[src/rtl/parity_frame_unit_pkg.sv]
// Shared types and constants for the streaming frame parity unit.
package parity_frame_unit_pkg;

   typedef enum logic [1:0] {
      ST_IDLE   = 2'd0,
      ST_ACCUM  = 2'd1,
      ST_RESULT = 2'd2
   } state_t;

   localparam logic PAR_EVEN = 1'b0;
   localparam logic PAR_ODD  = 1'b1;

endpackage

[src/rtl/parity_frame_unit_reduce.sv]
// Width-parameterised XOR reduction of one word; reused by other integrity blocks.
module parity_reduce #(
   parameter int DATA_W = 32
) (
   input  logic [DATA_W-1:0] data,
   output logic              parity
);

   assign parity = ^data;

endmodule

[src/rtl/parity_frame_unit.sv]
// Streaming frame parity generator/checker: folds every bit of a frame into one
// parity bit and reports it with a check verdict and the frame length.
module parity_frame_unit
   import parity_frame_unit_pkg::*;
#(
   parameter int DATA_W    = 32,
   parameter int MAX_WORDS = 16,
   parameter int CNT_W     = 5
) (
   input  logic              clock,
   input  logic              reset,
   input  logic              odd_mode,
   input  logic              in_valid,
   output logic              in_ready,
   input  logic [DATA_W-1:0] in_data,
   input  logic              in_last,
   input  logic              in_par,
   output logic              out_valid,
   input  logic              out_ready,
   output logic              out_parity,
   output logic              out_mismatch,
   output logic              out_too_long,
   output logic [CNT_W-1:0]  out_len
);

   localparam logic [CNT_W-1:0] LEN_SAT = CNT_W'(MAX_WORDS + 1);
   localparam logic [CNT_W-1:0] LEN_MAX = CNT_W'(MAX_WORDS);

   state_t             state_r;
   logic               acc_r;
   logic [CNT_W-1:0]   len_r;
   logic               mode_r;
   logic               ready_r;
   logic               out_valid_r;
   logic               out_parity_r;
   logic               out_mismatch_r;
   logic               out_too_long_r;
   logic [CNT_W-1:0]   out_len_r;

   logic               word_par_s;
   logic               beat_s;
   logic               acc_next_s;
   logic               mode_cur_s;
   logic               par_next_s;
   logic [CNT_W-1:0]   len_next_s;

   parity_reduce #(.DATA_W(DATA_W)) u_reduce (
      .data   (in_data),
      .parity (word_par_s)
   );

   // Reset must block acceptance in the very cycle it is asserted.
   assign in_ready     = ready_r & ~reset;
   assign out_valid    = out_valid_r;
   assign out_parity   = out_parity_r;
   assign out_mismatch = out_mismatch_r;
   assign out_too_long = out_too_long_r;
   assign out_len      = out_len_r;

   // Next accumulator, length and mode as they would be after the current beat.
   always_comb begin
      beat_s     = in_valid & in_ready;
      acc_next_s = word_par_s;
      len_next_s = CNT_W'(1);
      mode_cur_s = odd_mode;
      if (state_r == ST_IDLE) begin
         acc_next_s = word_par_s;
         len_next_s = CNT_W'(1);
         mode_cur_s = odd_mode;
      end else begin
         acc_next_s = acc_r ^ word_par_s;
         mode_cur_s = mode_r;
         if (len_r == LEN_SAT) begin
            len_next_s = len_r;
         end else begin
            len_next_s = len_r + CNT_W'(1);
         end
      end
      par_next_s = acc_next_s ^ mode_cur_s;
   end

   // Frame state machine with registered result fields.
   always_ff @(posedge clock) begin
      if (reset) begin
         state_r        <= ST_IDLE;
         acc_r          <= 1'b0;
         len_r          <= '0;
         mode_r         <= PAR_EVEN;
         ready_r        <= 1'b1;
         out_valid_r    <= 1'b0;
         out_parity_r   <= 1'b0;
         out_mismatch_r <= 1'b0;
         out_too_long_r <= 1'b0;
         out_len_r      <= '0;
      end else begin
         case (state_r)
            ST_IDLE, ST_ACCUM: begin
               if (beat_s) begin
                  acc_r <= acc_next_s;
                  len_r <= len_next_s;
                  if (state_r == ST_IDLE) begin
                     mode_r <= odd_mode;
                  end
                  if (in_last) begin
                     state_r        <= ST_RESULT;
                     ready_r        <= 1'b0;
                     out_valid_r    <= 1'b1;
                     out_parity_r   <= par_next_s;
                     out_mismatch_r <= in_par ^ par_next_s;
                     out_too_long_r <= (len_next_s > LEN_MAX);
                     out_len_r      <= len_next_s;
                  end else begin
                     state_r <= ST_ACCUM;
                  end
               end
            end
            ST_RESULT: begin
               if (out_ready) begin
                  state_r     <= ST_IDLE;
                  ready_r     <= 1'b1;
                  out_valid_r <= 1'b0;
               end
            end
            default: begin
               state_r     <= ST_IDLE;
               ready_r     <= 1'b1;
               out_valid_r <= 1'b0;
            end
         endcase
      end
   end

endmodule

[config.mk]
export PLATFORM = sky130hd
export DESIGN_NAME = parity_frame_unit
export DESIGN_NICKNAME = d
export VERILOG_FILES = /design/src/rtl/parity_frame_unit_pkg.sv /design/src/rtl/parity_frame_unit_reduce.sv /design/src/rtl/parity_frame_unit.sv
export SDC_FILE = /design/constraint.sdc
export NUM_CORES = 1
export LEC_CHECK = 0
export CAP_MARGIN = 0
export CORE_ASPECT_RATIO = 1.1
export CORE_MARGIN = 5
export CORE_UTILIZATION = 40
export CTS_BUF_LIST = sky130_fd_sc_hd__clkbuf_8
export DETAILED_ROUTE_END_ITERATION = 8
export HOLD_SLACK_MARGIN = 0.08
export PLACE_DENSITY = 0.74
export REMOVE_ABC_BUFFERS = 1
export SLEW_MARGIN = 5
export SYNTH_ARGS = -nofsm -noshare
export SYNTH_HDL_FRONTEND = slang
export SYNTH_SLANG_ARGS = --single-unit
export TNS_END_PERCENT = 20
[constraint.sdc]
create_clock -name clock -period 5.4 [get_ports clock]
set_clock_uncertainty 0.2 [all_clocks]
set_input_delay 0.54 -clock clock [delete_from_list [all_inputs] [get_ports clock]]
set_output_delay 0.54 -clock clock [all_outputs]
set_load 0.02 [all_outputs]
After elaboration in Yosys (flattened, before gate mapping)
Cells that the tools add are included.
W data, S select, Z words.
- flip-flop bits (word level): 19
- input bits: 39
- logic and storage cells: 47
- $add $sub $neg: 1
- magnitude comparators: 1
- equal/unequal tests: 6
- mux-type cells: 16
- bitwise logic cells: 6
- reductions and logical operators: 7
- operators by type and width (kind ; count):
    $reduce_xor A32 Y1 ; 1
    $mux W5 ; 2
    $mux W1 ; 8
    $mux W2 ; 3
    $ne A2 B2 Y1 const B ; 3
    $reduce_and A3 Y1 ; 2
    $add A5 B1 Y5 const B ; 1
    $eq A5 B5 Y1 const B ; 1
    $gt A5 B5 Y1 const B ; 1
    $pmux W1 S2 ; 2
    $pmux W2 S2 ; 1
    $reduce_and A2 Y1 ; 2
    $xor A1 B1 Y1 ; 3
    $and A1 B1 Y1 ; 2
    $eq A2 B1 Y1 const B ; 1
    $eq A2 B2 Y1 const B ; 1
    $logic_not A2 Y1 ; 1
    $reduce_or A2 Y1 ; 1
    $not A1 Y1 ; 1

Logic depth before layout (Yosys ltp)
- depth after elaboration: 5
- mapped depth: 8
- depth with buffers taken out: 8

Hierarchy
From an unflattened synthesis, not the netlist that was laid out.
- cell total of the unflattened synthesis: 147
- area total of the unflattened synthesis: 1228.7 um2
- by module, submodules not included (module ; instances ; cells an instance ; area each (um2)):
    parity_frame_unit ; 1 ; 116 ; 957.2
    parity_reduce ; 1 ; 31 ; 271.5

Least setup slack after synthesis
No wires, ideal clock.
- path kind: input to register
- start point: input in_data[0]
- end point: register out_mismatch_r, in the netlist out_mismatch
- library setup time: 0.079 ns
- arrival: 1.999 ns
- slack: 3.121 ns
- stages on the path: 6
- path buffers: 0
- cells stage by stage: xnor2_1 xnor2_1 xnor2_1 xnor3_2 xnor3_1 a211oi_2
- cells in the longest elaborated chain, start to end: 5
- ends and longest elaborated chain (item ; RTL line ; source):
    from (decl) ; parity_frame_unit.sv:15 ; input logic [DATA_W-1:0] in_data,
    $reduce_xor A32 Y1 (*) ; parity_frame_unit_reduce.sv:9 ; assign parity = ^data;
    $xor A1 B1 Y1 ; parity_frame_unit.sv:71 ; acc_next_s = acc_r ^ word_par_s;
    $mux W1 (*) ; parity_frame_unit.sv:66 ; if (state_r == ST_IDLE) begin
    $xor A1 B1 Y1 (*) ; parity_frame_unit.sv:79 ; par_next_s = acc_next_s ^ mode_cur_s;
    $xor A1 B1 Y1 (*) ; parity_frame_unit.sv:109 ; out_mismatch_r <= in_par ^ par_next_s;
    to (signal assigned) ; parity_frame_unit.sv:109 ;
    to (decl) ; parity_frame_unit.sv:36 ; logic out_mismatch_r;
Mark *: on every way between the ends. The rest lies on a longest branch, timed or not.
A chain may end at the register's enable or synchronous reset.

Worst setup path in the final report
- start point: input reset
- end point: output in_ready
- cells in the longest elaborated chain, start to end: 2
- ends and longest elaborated chain (item ; RTL line ; source):
    from (decl) ; parity_frame_unit.sv:11 ; input logic reset,
    $not A1 Y1 ; parity_frame_unit.sv:53 ; assign in_ready = ready_r & ~reset;
    $and A1 B1 Y1 ; parity_frame_unit.sv:53 ;
    to (decl) ; parity_frame_unit.sv:14 ; output logic in_ready,
No other way between the ends.

==> run metrics <==
Area Overhead vs Synth=43.74%; gr ovfl total=0; clk_lat worst skew=0.25 ns; PwrDens=264.4 mW/mm²; CP delay by family, top=buffers and inverters; Mapped Area=0.001239 mm²; biggest area consumer among synthesized cells=dfxtp_1; Tightest Pin Transition=0.7451 ns; Root Driver=clkbuf_8; Final Wtd Congestion=0.7864; Leak Pwr=0.0006266 µW; WL final=3189 µm; CP Max Fanout=21; die width=63.06 µm; Initial DRC Count=28; Synth Instances=146; Yosys cell types=32; starting density of the core=40.99%; CP bufs+invs=2; total I/O pin count=49; max-cap viol count=0; Max Slew Vio Count=0; routed len/inst=14.17 µm; final setup fails=0; main combinational cell family by area after synthesis=XOR/XNOR gates; IO buf count=48; HPWL Detailed=2450 µm; setup bufs post-CTS=0; post-CTS sizing=0; clock buffer depth=2; total die area=0.004311 mm²; largest net degree at the start of global routing=22; Post-Synth XOR/XNOR Area=30.61%; maximum clock rate=0.3393 GHz; Synth top cells by count=xnor2_1 (30), dfxtp_1 (19), a21oi_1 (14), nand2_1 (14), nor2_1 (13); critical-path cell list=clkdlybuf4s50_1 > nor2b_1 > clkdlybuf4s50_1; fin nets=233; Synth Flop Type=dfxtp_1; Die H=68.37 µm; RSZ-0062 raised after global routing=no; clk slew on worst S/H paths=0.07 ns; initial antenna violation count=0; core area=0.003022 mm²; cts bufs inserted=3; layout cells sized above 1=3.665%; period utilisation layout=54.58%; crit-path most repeated cell=clkdlybuf4s50_1; setup TNS=0 ns; top-count cell post-synth=xnor2_1; worst hold path type=flop to flop; Tot Pwr=470.8 µW; Mean Syn Cell Area=8.484 µm²; Pre-Repair DR Iteration Count=4; mux cell area share after synthesis=0.8081%; vias in the first global route=1157; top post-synthesis cells by area=dfxtp_1 (31%), xnor2_1 (21%), a21oi_1 (5.7%); async set-reset flop share out of synthesis=0%; Peak VDD IR=0.1839 mV; first-pass GRT wire length=5333 µm; total track usage=15.15%; sequential share of the synthesized area=30.71%; number of synthesized flops with an enable pin=0; hold_buf cts=0; DRT antenna net count=0; slowest stage cell, crit path=clkdlybuf4s50_1; Setup CP Type=primary input to output port; final period demand of the worst path=2.947 ns; Hold Fails Final Rpt=0; worst relative slew slack=50.17%; Cell Rows=21; status=finished clean; Yosys reg bits=19; clock sinks=19; routed vias=1199; CP max stage delay=0.79 ns; residual DRC count=0; H-tree depth=1; WP data arrival=2.21 ns; diode count=0; adder-cell share of the synthesized area=2.020%; Critical Path RT=4.66 ns; area share of and/or/nand/nor cells after synthesis=19.70%; DR vias/cell=5.329; CP Launch Type=primary input; Worst setup EP type=output port; Synth top area share=30.71%; CTS tree=done; Synth Area in Compound Gates=13.74%; Syn. warnings=0
worst register-to-register path, stage by stage, from the launching register on:
cell	delay, ns
dfxtp_1	0.38
nor2_1	0.55
mux2i_1	0.42
xnor2_1	0.17
xnor3_1	0.24
a211oi_2	0.21
cells by family (layout without fill, tap and decap cells):
logic type / count (synthesis) / in the layout
and+or+nand+nor: 50 / 50
adders and majority gates: 2 / 2
buffers and inverters: 8 / 53
muxes: 1 / 1
DFF: 19 / 19
AOI/OAI and AO/OA: 28 / 28
xor gates and xnor gates: 38 / 38
power by group:
group	switching [µW]	internal, µW	total [µW]
clock network	44.5	50.5	95.0
registers	8.19	151	159
logic	82.2	134	217
total	135	336	471
cells in the final DEF (no fill, tap or decap), drive strengths merged:
master and instances:
nor4 2, nand3b 2, and2 1, xnor3 3, nor2 13, xnor2 30
o21bai 1, ha 2, nor2b 2, or3 2, a21oi 14, nand2b 1
nor3b 1, a21o 1, nand2 14, o211ai 2, inv 2, xor2 5
nand3 5, nor3 4, clkdlybuf4s50 48, and3 2, and4bb 1, mux2i 1
a211oi 4, clkbuf 3, o311a 1, o21ai 5, dfxtp 19
per-layer routing:
layer / vias to the layer above / wire (µm) / GRT usage, %
met1: 544 / 1420 / 18.31
li1: 588 / - / -
met5: - / 0 / 0
met2: 63 / 1484 / 27.05
met3: 4 / 254 / 3.612
met4: 0 / 29 / 3.979
per-stage QoR:
| step | cells | instance area [µm²] | worst slack (ns) | utilization [%] | hold WS [ns] |
|---|---|---|---|---|---|
| after floorplan | 139 | 1212 | 3.121 | - | 0.2538 |
| after global routing | 225 | 1780 | 2.334 | 58.92 | 0.2964 |
| after detailed placement | 221 | 1735 | 2.380 | 57.43 | 0.2588 |
| final | 225 | 1780 | 2.453 | 58.92 | 0.2712 |
| after global placement | 221 | 1735 | 2.482 | 57.43 | 0.2580 |
| after CTS | 225 | 1780 | 2.442 | 58.92 | 0.2774 |
sequential cells by signal, summed over array words and instances (netlist names):
name and cells:
acc_r 1, out_too_long 1, out_len 5, out_valid 1, mode_r 1, ready_r 1
out_parity 1, state_r 2, out_mismatch 1, len_r 5
path summary, 6_finish.rpt:
kind | start | end | slack, ns | cells after the start
worst max-delay path | reset | in_ready | 2.45 | 3
worst min-delay path | out_len[4] | out_len[4] | 0.27 | 2
worst max register to register | state_r[1] | out_mismatch | 3.15 | 5
worst min register to register | out_len[4] | out_len[4] | 0.27 | 2
area by class of cell:
cell class | instances | area, µm²
clock inverters | 1 | 3.754
repair buffers | 48 | 480.5
fillers | 283 | 1241
inverters | 1 | 3.754
flip-flops and latches | 19 | 380.4
well taps | 34 | 42.54
multi-input cells | 119 | 828.3
clock buffers | 3 | 41.29
No activity file was read; power rests on OpenSTA's default activity.
==> edit 1: new RTL, same flow settings <==
Reset style: asynchronous (`reset`), changed in one clocked block.
--- a/src/rtl/parity_frame_unit.sv
+++ b/src/rtl/parity_frame_unit.sv
@@ -80,7 +80,7 @@
    end
 
    // Frame state machine with registered result fields.
-   always_ff @(posedge clock) begin
+   always_ff @(posedge clock or posedge reset) begin
       if (reset) begin
          state_r        <= ST_IDLE;
          acc_r          <= 1'b0;
Function: differs if reset is asserted again (counterexample within 4 cycles, from zero or initial values and one cycle with reset high); with reset held inactive, the same outputs for 10 cycles.
==> edit 1 against the original RTL <==
Maximum frequency increased by 19%. Clock power fell by 2%. Global-route usage shrank 3.3 points. Cell area is 1.8% higher. Area after synthesis grew 2.4%. Setup slack gained 0.48 ns. Sequential cell count did not move. Sequential share of layout area up 4.9 points. Non-clock buffer count unchanged. Total power fell by 19%. Wire length fell by 20%. Register-to-register slack gained 0.06 ns. Critical path type unchanged. Largest cell class unchanged.
==> edit 1: results (changes against the original RTL) <==
global_routing:
  grtUsageMet2: 0.221  # -0.0493
  grt_use_total: 0.118  # -0.0331
  grt_first_pass_wirelength_um: 4320  # -19%
  grt_use_met1: 0.130  # -0.0528
  grt_max_degree: 20  # -9.1%
  grt_util_met3: 0.0195  # -0.0166
route:
  wl_met1_um: 1020  # -28%
  vias: 1066  # -11%
  wl_met3_um: 139  # -45%
  drtIter0Drc: 51  # +82%
  top_layer: "met4"
  wl_met2_um: 1380  # -6.7%
  wl_per_cell_um: 11.6  # -18%
clocking:
  htreeDepth: 1  # unchanged
  clk_pin_slew_ns: 0.07  # about the same
  post_cts_buffers: 0  # unchanged
  cts_root_buf: "clkbuf_8"
  clk_latency_ns: 0.25  # about the same
  cts_resized: 0  # unchanged
  clock_sinks: 19  # unchanged
logic_synthesis:
  synth_area_leaders: "dfrtp_1 (36%), xnor2_1 (21%), nand2_1 (5.9%)"
  synth-async-reset-ratio: 1.00  # +1.00
  synth_common_cells: "xnor2_1 (30), nand2_1 (20), dfrtp_1 (18), nor2_1 (13), o21ai_0 (9)"
  synth_flop_cell: "dfrtp_1"
  synth_seq_area_share: 0.376  # +0.0687
  synth_warnings: 0  # unchanged
  synth_cell_types: 28  # -13%
  yosysTopAreaCellShare: 0.355  # +0.0480
setup_path:
  critPathMaxFanout: 2  # -90%
  reg2regPathDepth: 6  # +1
  cp_data_arrival_time_ns: 1.73  # -0.48 ns
  reg2reg_from: "len_r[0]$_DFFE_PP0P_"
  worstReg2RegEnd: "out_len[3]$_DFFE_PP0P_"
  rrSetupSlack_ns: 3.21  # +0.06 ns
  critPathMaxStageDelay_ns: 0.63  # -0.16 ns
pwr:
  max-vdd-ir-drop_mv: 0.162  # -12%
  p_leak_uw: 0.000777  # +24%
min_path:
  hold_path.class: "reg2reg"
  min_to: "ready_r$_DFFE_PP1P_"
  worstHoldStart: "ready_r$_DFFE_PP1P_"
placement:
  gp_congestion: 0.821  # +4.4%
  dpl.hpwl_um: 2140  # -13%
layout:
  nets: 227  # -2.6%
  layout-drive-gt1-share: 0.0541  # +0.0174
status:
  status: "finished clean"
timing:
  tightest_slew_ns: 0.701  # -0.0444 ns
edit 1: per-stage QoR:
step	std cells	area, um2	setup slack, ns	hold slack [ns]	total power, uW
finish	219	1810	2.93	0.259	381
global route	219	1810	2.90	0.290	405
CTS	219	1810	2.92	0.262	389
detailed placement	215	1770	2.80	0.250	293
global placement	215	1770	2.86	0.250	289
floorplan	133	1240	3.20	0.236	253
edit 1: cells by family after synthesis:
kind of cell,count (synthesis),synth area share
AND/OR/NAND/NOR,43,0.145
buffers and inverters,9,0.0286
adder cells (fa/ha/maj),2,0.0197
multiplexers,2,0.0168
XOR/XNOR,39,0.299
flip-flops,19,0.376
AO/OA/AOI/OAI,25,0.115
edit 1: power breakdown:
group	internal [uW]	switching, uW
Sequential	142	0
Clock	50.4	42.8
Combinational	91.7	54.1
Total	284	96.9
edit 1: area by class of cell:
class / instances / area [um2]
timing repair buffer: 48 / 480
multi-input combinational: 111 / 756
tap: 34 / 42.5
clock inverter: 1 / 3.75
fill: 257 / 1240
inverter: 3 / 11.3
sequential: 19 / 477
clock buffer: 3 / 41.3
edit 1: worst max-delay path by stage:
stage / start / endpoint / slack (ns) / cells past startpoint
2_1_floorplan: reset / out_len[3]$_DFFE_PP0P_ / 3.20 / 5
3_3_place_gp: in_data[11] / out_mismatch$_DFFE_PP0P_ / 2.86 / 7
3_5_place_dp: in_data[11] / out_parity$_DFFE_PP0P_ / 2.80 / 7
4_1_cts: reset / in_ready / 2.92 / 3
5_1_grt: reset / in_ready / 2.90 / 3
6_report: reset / in_ready / 2.93 / 3
edit 1: worst register-to-register path: stages, from the launching register on:
cell and delay, ns:
dfrtp_1 0.53, ha_1 0.21, nand3b_1 0.13, or2_2 0.35, o21ai_0 0.25, nor2_1 0.13, mux2_2 0.28
==> edit 2: new RTL, config.mk and constraints unchanged <==
Made on the original files. `DATA_W` is set to 32 in 2 places; all go to 16.
--- a/src/rtl/parity_frame_unit_reduce.sv
+++ b/src/rtl/parity_frame_unit_reduce.sv
@@ -1,6 +1,6 @@
 // Width-parameterised XOR reduction of one word; reused by other integrity blocks.
 module parity_reduce #(
-   parameter int DATA_W = 32
+   parameter int DATA_W = 16
 ) (
    input  logic [DATA_W-1:0] data,
    output logic              parity
--- a/src/rtl/parity_frame_unit.sv
+++ b/src/rtl/parity_frame_unit.sv
@@ -3,7 +3,7 @@
 module parity_frame_unit
    import parity_frame_unit_pkg::*;
 #(
-   parameter int DATA_W    = 32,
+   parameter int DATA_W    = 16,
    parameter int MAX_WORDS = 16,
    parameter int CNT_W     = 5
 ) (
Ports: changed (resized in_data); port bits go from 49 to 33. No check against the original RTL was run, so the function may have changed too.
==> edit 2 against the original RTL <==
Clock power rose by 5%. Via count fell by 16%. Total power fell by 18%. Area after synthesis fell by 12%. Count of clock-buffer cells in the layout did not move. Hold slack got worse by 0.010 ns. Setup slack got worse by 0.062 ns. Cell area fell by 18%. Combinational power fell by 41%. Register-to-register slack improved by 0.09 ns. Wire length fell by 26%. Sequential cell count did not move.
==> edit 2: results (changes against the original RTL) <==
pwr:
  cellInternalPower_uw: 274  # -19%
  max-vdd-ir-drop_mv: 0.195  # +6.0%
  p_leak_uw: 0.000511  # -18%
logic_synthesis:
  synth-xor-area-share: 0.197  # -0.109
  yosys.area_share.adder: 0.0230  # +0.00284
  synth_cell_types: 30  # -6.3%
  synth_seq_area_share: 0.350  # +0.0432
  synth_common_cells: "dfxtp_1 (19), nor2_1 (16), xnor2_1 (16), a21oi_1 (13), nand2_1 (8)"
  muxShareOfSynthArea: 0  # -0.00808
  synth_area_leaders: "dfxtp_1 (35%), xnor2_1 (13%), a21oi_1 (6.0%)"
setup_path:
  cp_data_arrival_time_ns: 2.27  # +0.06 ns
  critPathMaxFanout: 20  # -4.8%
global_routing:
  grt_first_pass_wirelength_um: 3990  # -25%
  grt_use_total: 0.132  # -0.0193
  grt_pass1_vias: 952  # -18%
  grt_max_degree: 21  # -4.5%
placement:
  place_area_um2: 1420  # -18%
  dpl.hpwl_um: 1860  # -24%
  gp_congestion: 0.775  # -1.5%
  io_buffers: 32  # -33%
min_path:
  holdPathStages: 1  # -1
layout:
  layout-drive-gt1-share: 0.0438  # +0.00710
route:
  drtIter0Drc: 43  # +54%
  wl_um: 2350  # -26%
  vias: 1008  # -16%
timing:
  tightest_slew_ns: 0.872  # +0.127 ns
status:
  status: "finished clean"
edit 2: final timing paths:
| check | start | end | slack (ns) |
|---|---|---|---|
| min | out_valid$_SDFFE_PP0P_ | out_valid$_SDFFE_PP0P_ | 0.26 |
| min reg2reg | out_valid$_SDFFE_PP0P_ | out_valid$_SDFFE_PP0P_ | 0.26 |
| max reg2reg | state_r[0]$_SDFFE_PP0P_ | out_mismatch$_SDFFE_PP0P_ | 3.24 |
| max | reset | in_ready | 2.39 |
edit 2: logic make-up (layout without fill, tap and decap cells):
group                      Yosys count  count (layout)
buffers and inverters                9              38
and+or+nand+nor                     49              49
DFF                                 19              19
AOI/OAI and AO/OA                   30              30
xor gates and xnor gates            22              22
adders and majority gates            2               2
edit 2: final cells by class:
class	count	area, um2
clock inverter	1	5.00
sequential	19	380
multi-input combinational	103	672
inverter	2	7.51
timing repair buffer	32	320
tap	31	38.8
clock buffer	3	41.3
fill	237	1080
edit 2: per-layer routing:
metal / vias up / GRT usage / part of all wire
li1: 516 / - / -
met2: 35 / 0.220 / 0.49
met5: - / 0 / 0
met3: 4 / 0.0337 / 0.059
met1: 453 / 0.157 / 0.43
met4: 0 / 0.0582 / 0.018
edit 2: power by group through the flow:
| stage | logic [uW] | clock network (uW) | registers, uW |
|---|---|---|---|
| 2_1_floorplan | 86.3 | 0 | 164 |
| 4_1_cts | 128 | 105 | 158 |
| 5_1_grt | 137 | 109 | 159 |
| 3_3_place_gp | 126 | 0 | 161 |
| 6_report | 127 | 100 | 158 |
| 3_5_place_dp | 129 | 0 | 161 |
edit 2: metrics by stage:
| stage | std cells | hold WS, ns | total power, uW |
|---|---|---|---|
| finish | 191 | 0.261 | 385 |
| floorplan | 124 | 0.237 | 250 |
| global placement | 187 | 0.239 | 287 |
| global route | 191 | 0.301 | 406 |
| CTS | 191 | 0.269 | 391 |
| detailed placement | 187 | 0.252 | 290 |
